$ cat src/rtl/pla_bist_pkg.sv
// Shared definitions for the t4 PLA self-test controller: FSM state encoding,
// default MISR polynomial/seed, the 12-bit LFSR tap mask and the MISR shift
// function. The function is also used by the testbench signature model.
package pla_bist_pkg;

    typedef enum logic [1:0] {
        IDLE  = 2'd0,
        RUN   = 2'd1,
        DRAIN = 2'd2,
        DONE  = 2'd3
    } bist_state_t;

    localparam int          MISR_W            = 16;
    localparam logic [15:0] MISR_POLY_DEFAULT = 16'h1021;
    localparam logic [15:0] MISR_SEED_DEFAULT = 16'hFFFF;

    // Left-shifting Fibonacci LFSR, new bit enters at bit 0.
    // Feedback from bits 11,10,7,5 realises x^12+x^6+x^4+x+1.
    localparam logic [11:0] LFSR_TAPS = 12'hCA0;
    localparam logic [11:0] LFSR_SEED = 12'h001;

    // One MISR shift step (no data injection).
    function automatic logic [15:0] misr_shift(input logic [15:0] s, input logic [15:0] poly);
        return {s[14:0], 1'b0} ^ (s[15] ? poly : 16'h0000);
    endfunction

endpackage

$ cat src/rtl/pla_bist_misr.sv
// Multiple-input signature register: loads the seed on request, otherwise
// shifts and folds in the data word whenever enabled.
module pla_bist_misr
    import pla_bist_pkg::*;
#(
    parameter int               SIG_W = 16,
    parameter logic [SIG_W-1:0] POLY  = SIG_W'(MISR_POLY_DEFAULT),
    parameter logic [SIG_W-1:0] SEED  = SIG_W'(MISR_SEED_DEFAULT)
) (
    input  logic             clk,
    input  logic             rst,
    input  logic             load,
    input  logic             en,
    input  logic [SIG_W-1:0] din,
    output logic [SIG_W-1:0] sig
);

    logic [SIG_W-1:0] sig_reg;
    logic [SIG_W-1:0] shifted;

    // The shared package function covers the standard width; other widths
    // use the same recurrence written generically.
    generate
        if (SIG_W == MISR_W) begin : g_pkg_shift
            assign shifted = misr_shift(sig_reg, POLY);
        end else begin : g_gen_shift
            assign shifted = {sig_reg[SIG_W-2:0], 1'b0} ^ (sig_reg[SIG_W-1] ? POLY : '0);
        end
    endgenerate

    // Signature register: reset/load to seed, compaction when enabled.
    always_ff @(posedge clk) begin
        if (rst) begin
            sig_reg <= SEED;
        end else if (load) begin
            sig_reg <= SEED;
        end else if (en) begin
            sig_reg <= shifted ^ din;
        end
    end

    assign sig = sig_reg;

endmodule

$ cat src/rtl/pla_t4_bist_ctrl.sv
// Exhaustive self-test wrapper for the 12-in/8-out t4 PLA: a registered
// vector generator drives x_out, the response z_in (one cycle later) is
// compacted into a MISR, and pass compares the final signature with
// expected_sig.
// Build option PLA_BIST_LFSR_EN: the generator becomes a 12-bit LFSR that
// issues 4095 LFSR states followed by 12'h000; otherwise it is a binary
// counter 0..2^VEC_W-1. Ports and timing are identical in both builds.
module pla_t4_bist_ctrl
    import pla_bist_pkg::*;
#(
    parameter int               VEC_W     = 12,
    parameter int               OUT_W     = 8,
    parameter int               SIG_W     = 16,
    parameter logic [SIG_W-1:0] MISR_POLY = SIG_W'(MISR_POLY_DEFAULT),
    parameter logic [SIG_W-1:0] MISR_SEED = SIG_W'(MISR_SEED_DEFAULT)
) (
    input  logic             clk,
    input  logic             rst,
    input  logic             start,
    input  logic             abort,
    input  logic             stall,
    output logic [VEC_W-1:0] x_out,
    input  logic [OUT_W-1:0] z_in,
    input  logic [SIG_W-1:0] expected_sig,
    output logic             busy,
    output logic             done,
    output logic             pass,
    output logic [SIG_W-1:0] signature,
    output logic [VEC_W:0]   vec_count
);

    localparam logic [VEC_W-1:0] GEN_ONE = {{(VEC_W-1){1'b0}}, 1'b1};
    localparam logic [VEC_W:0]   CNT_ONE = {{VEC_W{1'b0}}, 1'b1};

`ifdef PLA_BIST_LFSR_EN
    localparam logic [VEC_W-1:0] GEN_SEED = VEC_W'(LFSR_SEED);
    localparam logic [VEC_W-1:0] GEN_LAST = '0;
    localparam logic [VEC_W-1:0] TAP_MASK = VEC_W'(LFSR_TAPS);
`else
    localparam logic [VEC_W-1:0] GEN_SEED = '0;
    localparam logic [VEC_W-1:0] GEN_LAST = '1;
`endif

    bist_state_t      state_reg, state_next;
    logic [VEC_W-1:0] gen_reg, gen_next, gen_adv;
    logic [VEC_W-1:0] x_out_reg, x_out_next;
    logic             cap_vld_reg, cap_vld_next;
    logic [VEC_W:0]   vec_count_reg, vec_count_next;
    logic             misr_en, misr_load;
    logic [SIG_W-1:0] misr_din;

`ifdef PLA_BIST_LFSR_EN
    logic [VEC_W-1:0] lfsr_step;

    // LFSR advance; once the sequence would return to the seed, emit the
    // all-zero vector instead, which also serves as the terminal vector.
    always_comb begin
        lfsr_step = {gen_reg[VEC_W-2:0], ^(gen_reg & TAP_MASK)};
        gen_adv   = (lfsr_step == GEN_SEED) ? '0 : lfsr_step;
    end
`else
    // Binary counter advance.
    always_comb begin
        gen_adv = gen_reg + GEN_ONE;
    end
`endif

    // Zero-extend the PLA response to the MISR width.
    generate
        for (genvar gi = 0; gi < SIG_W; gi++) begin : g_din
            if (gi < OUT_W) begin : g_bit
                assign misr_din[gi] = z_in[gi];
            end else begin : g_pad
                assign misr_din[gi] = 1'b0;
            end
        end
    endgenerate

    // State, generator, vector output, capture flag and compaction counter.
    always_ff @(posedge clk) begin
        if (rst) begin
            state_reg     <= IDLE;
            gen_reg       <= GEN_SEED;
            x_out_reg     <= '0;
            cap_vld_reg   <= 1'b0;
            vec_count_reg <= '0;
        end else begin
            state_reg     <= state_next;
            gen_reg       <= gen_next;
            x_out_reg     <= x_out_next;
            cap_vld_reg   <= cap_vld_next;
            vec_count_reg <= vec_count_next;
        end
    end

    // Next-state logic. DRAIN first flushes the pending capture, then spends
    // one quiet cycle so the signature is stable before done rises.
    always_comb begin
        state_next     = state_reg;
        gen_next       = gen_reg;
        x_out_next     = x_out_reg;
        cap_vld_next   = cap_vld_reg;
        vec_count_next = vec_count_reg;
        misr_en        = 1'b0;
        misr_load      = 1'b0;

        if (abort) begin
            // Signature and count are left untouched for debug.
            state_next   = IDLE;
            x_out_next   = '0;
            cap_vld_next = 1'b0;
        end else begin
            case (state_reg)
                IDLE, DONE: begin
                    if (start) begin
                        state_next     = RUN;
                        misr_load      = 1'b1;
                        vec_count_next = '0;
                        gen_next       = GEN_SEED;
                        cap_vld_next   = 1'b0;
                    end
                end
                RUN: begin
                    if (!stall) begin
                        x_out_next   = gen_reg;
                        cap_vld_next = 1'b1;
                        gen_next     = gen_adv;
                        if (cap_vld_reg) begin
                            misr_en        = 1'b1;
                            vec_count_next = vec_count_reg + CNT_ONE;
                        end
                        if (gen_reg == GEN_LAST) begin
                            state_next = DRAIN;
                        end
                    end
                end
                DRAIN: begin
                    if (!stall) begin
                        if (cap_vld_reg) begin
                            misr_en        = 1'b1;
                            vec_count_next = vec_count_reg + CNT_ONE;
                            cap_vld_next   = 1'b0;
                        end else begin
                            state_next = DONE;
                        end
                    end
                end
                default: begin
                    state_next = IDLE;
                end
            endcase
        end
    end

    pla_bist_misr #(
        .SIG_W (SIG_W),
        .POLY  (MISR_POLY),
        .SEED  (MISR_SEED)
    ) u_misr (
        .clk  (clk),
        .rst  (rst),
        .load (misr_load),
        .en   (misr_en),
        .din  (misr_din),
        .sig  (signature)
    );

    assign x_out     = x_out_reg;
    assign vec_count = vec_count_reg;
    assign busy      = (state_reg == RUN) || (state_reg == DRAIN);
    assign done      = (state_reg == DONE);
    assign pass      = done && (signature == expected_sig);

endmodule
$ cat config.mk
export PLATFORM = sky130hd
export DESIGN_NAME = pla_t4_bist_ctrl
export DESIGN_NICKNAME = d
export VERILOG_FILES = /design/src/rtl/pla_bist_pkg.sv /design/src/rtl/pla_bist_misr.sv /design/src/rtl/pla_t4_bist_ctrl.sv
export SDC_FILE = /design/constraint.sdc
export NUM_CORES = 1
export LEC_CHECK = 0
export CELL_PAD_IN_SITES_DETAIL_PLACEMENT = 1
export CELL_PAD_IN_SITES_GLOBAL_PLACEMENT = 1
export CORE_UTILIZATION = 36
export CTS_CLUSTER_SIZE = 28
export DETAILED_ROUTE_END_ITERATION = 8
export GPL_TIMING_DRIVEN = 0
export PLACE_DENSITY_LB_ADDON = 0.12
export SYNTH_ARGS = -nofsm -noshare
export SYNTH_HDL_FRONTEND = slang
export SYNTH_SLANG_ARGS = --single-unit
$ cat constraint.sdc
create_clock -name clk -period 3.27 [get_ports clk]
set_clock_uncertainty 0.15 [all_clocks]
set_input_delay 0.327 -clock clk [delete_from_list [all_inputs] [get_ports clk]]
set_output_delay 0.327 -clock clk [all_outputs]
set_load 0.005 [all_outputs]
==> flow_summary_export.csv <==
group,metric,value,unit
setup_path,crit_slowest_cell,"nor4b_2",
grt,antenna_found_initial,0,
final_layout,fillers,893,
clock_network,cts-root-buf,"clkbuf_8",
grt,grt_pass1_wl,12800,µm
detailed_routing,ant_nets,0,
final_layout,final_common_cell,"clkdlybuf4s50_1",
grt,grt_usage,19.0,%
die,die_h,90.3,µm
clock_network,worst_skew_pair.late_latency,0.30,ns
power_and_ir_drop,p_int,1020,µW
clock_network,cts_resized,0,
setup_path,startpoint_type,"flip-flop",
placement,dp.final_hpwl,5640,µm
die,core,7410,µm²
sta,finalHoldViolCount,0,
sta,worstMarginPinSlew,0.954,ns
detailed_routing,totalWireLength,7390,µm
sta,fmax,357,MHz
setup_path,arrival,2.90,ns
power_and_ir_drop,power_frac_comb,10.4,%
final_layout,largest_reg_flops,16,
detailed_routing,post_drt_wl_per_cell,14.5,µm
detailed_routing,drtIter0Drc,72,
flow_run,drv.max_cap_violation_count,0,
final_layout,synthToLayoutAreaGrowth,34.2,%
final_layout,final_cell_mix,"71 x clkdlybuf4s50_1, 60 x nand2_1, 56 x dfxtp_1, 31 x xnor2_1, 27 x a21oi_1",
setup_path,crit_chain,"inv_1, ha_1, buf_6, nor4b_2, nor2_1, nor4_1, mux2i_1",
grt,first_global_vias,2647,
setup_path,cp_slowest_stage_delay,0.84,ns
power_and_ir_drop,pwr-share-seq,52.1,%
synthesis,synth_seq_cells,56,
synthesis,yosysSeqAreaShare,39.9,%
sta,setup_viol,0,
worst_hold_path,hold_path.class,"input pin to flip-flop",
placement,io_buffer_count,71,
detailed_routing,wl_met1,3490,µm
final_layout,drive_gt1_share,8.29,%
setup_path,cp_max_fo,10,
synthesis,synth_warnings,0,
final_layout,antenna_cells,0,
synthesis,synth-main-ff-cell,"dfxtp_1",
setup_path,crit_type,"flip-flop to flip-flop",
clock_network,cts_buffers,5,
clock_network,ctsHoldBuffers,0,
power_and_ir_drop,swShare,22.8,%
detailed_routing,dr.pass1.iters,4,
detailed_routing,viasPerCell,5.04,
die,die_w,90.3,µm
power_and_ir_drop,p_leak,0.00132,µW
detailed_routing,drc,0,
power_and_ir_drop,power_density,351,nW/µm²
clock_network,postCtsSetupBuffers,0,
die,num_rows,31,
detailed_routing,met2_length,3600,µm
grt,grt.overflow.total,0,
die,initial_core_util,37.9,%
sta,rsz0062_at_grt,"false",
placement,gp_congestion,0.748,
synthesis,syn_area_per_cell,8.49,µm²
final_layout,fin_util,50.9,%
detailed_routing,wl_met3,230,µm
power_and_ir_drop,p_sw,302,µW
sta,layout_min_cycle_time,2.80,ns
sta,slew_violations,0,
clock_network,cts_tree,"done",
power_and_ir_drop,ir_drop,0.000229,V
sta,relSlewSlack,36.2,%
synthesis,async_reset_ff_share,0,%
die,io-pin-count,73,
sta,finalSetupTns,0,ns
setup_path,crit_path_end_kind,"flip-flop",
clock_network,htreeDepth,2,
grt,grt_max_degree,17,
run_status,status,"finished clean",
clock_network,cts.sinks,56,
synthesis,synthCells,331,
synthesis,synthDistinctLibCells,38,
detailed_routing,vias,2563,
final_layout,nets,444,
synthesis,synth_edf_count,0,
die,die_area,8160,µm²
detailed_routing,highest_layer,"met4",
synthesis,synthesis.area,2810,µm²
clock_network,cts_max_path_buffers,2,
clock_network,cts.clk_slew.worst_paths,0.10,ns
sta,post-route-period-util,85.8,%
setup_path,crit_required,3.36,ns
synthesis,synth_fp_nets,366,
power_and_ir_drop,power_frac_clock,37.5,%
## cell usage after synthesis, types with 2 or more instances
cell       number  area [µm²]
dfxtp_1        56        1120
nor2_1         20        75.1
clkbuf_1       10        37.5
a2111oi_4       3        82.6
nand4_1        11        68.8
buf_2           2        10.0
o211ai_1        9        67.6
or2_2           2        12.5
nand2_1        60         225
ha_1            6        75.1
nand2b_1        3        18.8
nand3_1        16        80.1
buf_4          14         105
a21oi_1        27         135
xnor2_1        31         272
a211oi_1        4        30.0
o21ai_0        10        50.1
and3_1          2        12.5
o31ai_1         2        15.0
buf_6           2        22.5
inv_1           7        26.3
or3_1           8        50.1
nor4_1          3        18.8
xor2_1          8        70.1
mux2i_1         2        20.0
## through the flow
| step | cells | power (µW) | hold WS [ns] | instance area (µm²) | setup WS, ns |
|---|---|---|---|---|---|
| floorplan | 331 | 780 | 0.246 | 2810 | 0.965 |
| global placement | 501 | 843 | 0.298 | 3640 | 0.480 |
| detailed placement | 501 | 845 | 0.302 | 3640 | 0.389 |
| CTS | 509 | 1340 | 0.282 | 3770 | 0.374 |
| global route | 509 | 1380 | 0.305 | 3770 | 0.242 |
| finish | 509 | 1330 | 0.288 | 3770 | 0.465 |
## worst max-delay path, delay by kind of cell, from the launching register on
kind	cells	cell delay, ns
AND/OR/NAND/NOR	3	1.45
flip-flops	1	0.38
buffers and inverters	2	0.24
multiplexers	1	0.22
adder cells (fa/ha/maj)	1	0.31
## worst paths after layout
path,endpoint,cells past startpoint,startpoint,slack [ns]
max,vec_count[11]$_SDFFE_PP0P_,7,state_reg[0]$_SDFFE_PP0P_,0.47
min,cap_vld_reg$_SDFFE_PP0P_,5,stall,0.29
max reg2reg,vec_count[11]$_SDFFE_PP0P_,7,state_reg[0]$_SDFFE_PP0P_,0.47
min reg2reg,x_out[0]$_SDFFE_PP0P_,2,x_out[0]$_SDFFE_PP0P_,0.31
## area by class of cell
| cell class | instances | area (µm²) | share of cell area [%] |
|---|---|---|---|
| Multi-Input combinational cell | 239 | 1480 | 39.3 |
| Sequential cell | 56 | 1120 | 29.7 |
| Timing Repair Buffer | 71 | 711 | 18.9 |
| Buffer | 29 | 179 | 4.75 |
| Tap cell | 99 | 124 | 3.29 |
| Clock buffer | 7 | 96.3 | 2.56 |
| Clock inverter | 1 | 30.0 | 0.797 |
| Inverter | 7 | 26.3 | 0.697 |
## logic make-up after synthesis
group           after synthesis  share of synthesized area [%]
mux                           2                          0.713
fa+ha+maj                     6                           2.67
flops                        56                           39.9
buf+inv                      36                           7.31
simple gates                134                           22.8
compound gates               58                           14.4
xor+xnor                     39                           12.2
## layer usage
layer,track usage (%),vias to the layer above
li1,-,1274
met1,24.3,1232
met2,33.8,48
met3,3.20,9
met4,3.76,0
met5,0,-
## power groups by stage
| stage | sequential (µW) | clock, µW | combinational (µW) |
|---|---|---|---|
| final | 691 | 497 | 137 |
| after global routing | 692 | 539 | 153 |
| after CTS | 691 | 510 | 140 |
| after detailed placement | 707 | 0 | 138 |
| after global placement | 706 | 0 | 137 |
| after floorplan | 705 | 0 | 74.4 |
Note: power is estimated with default switching activity, not from simulation.
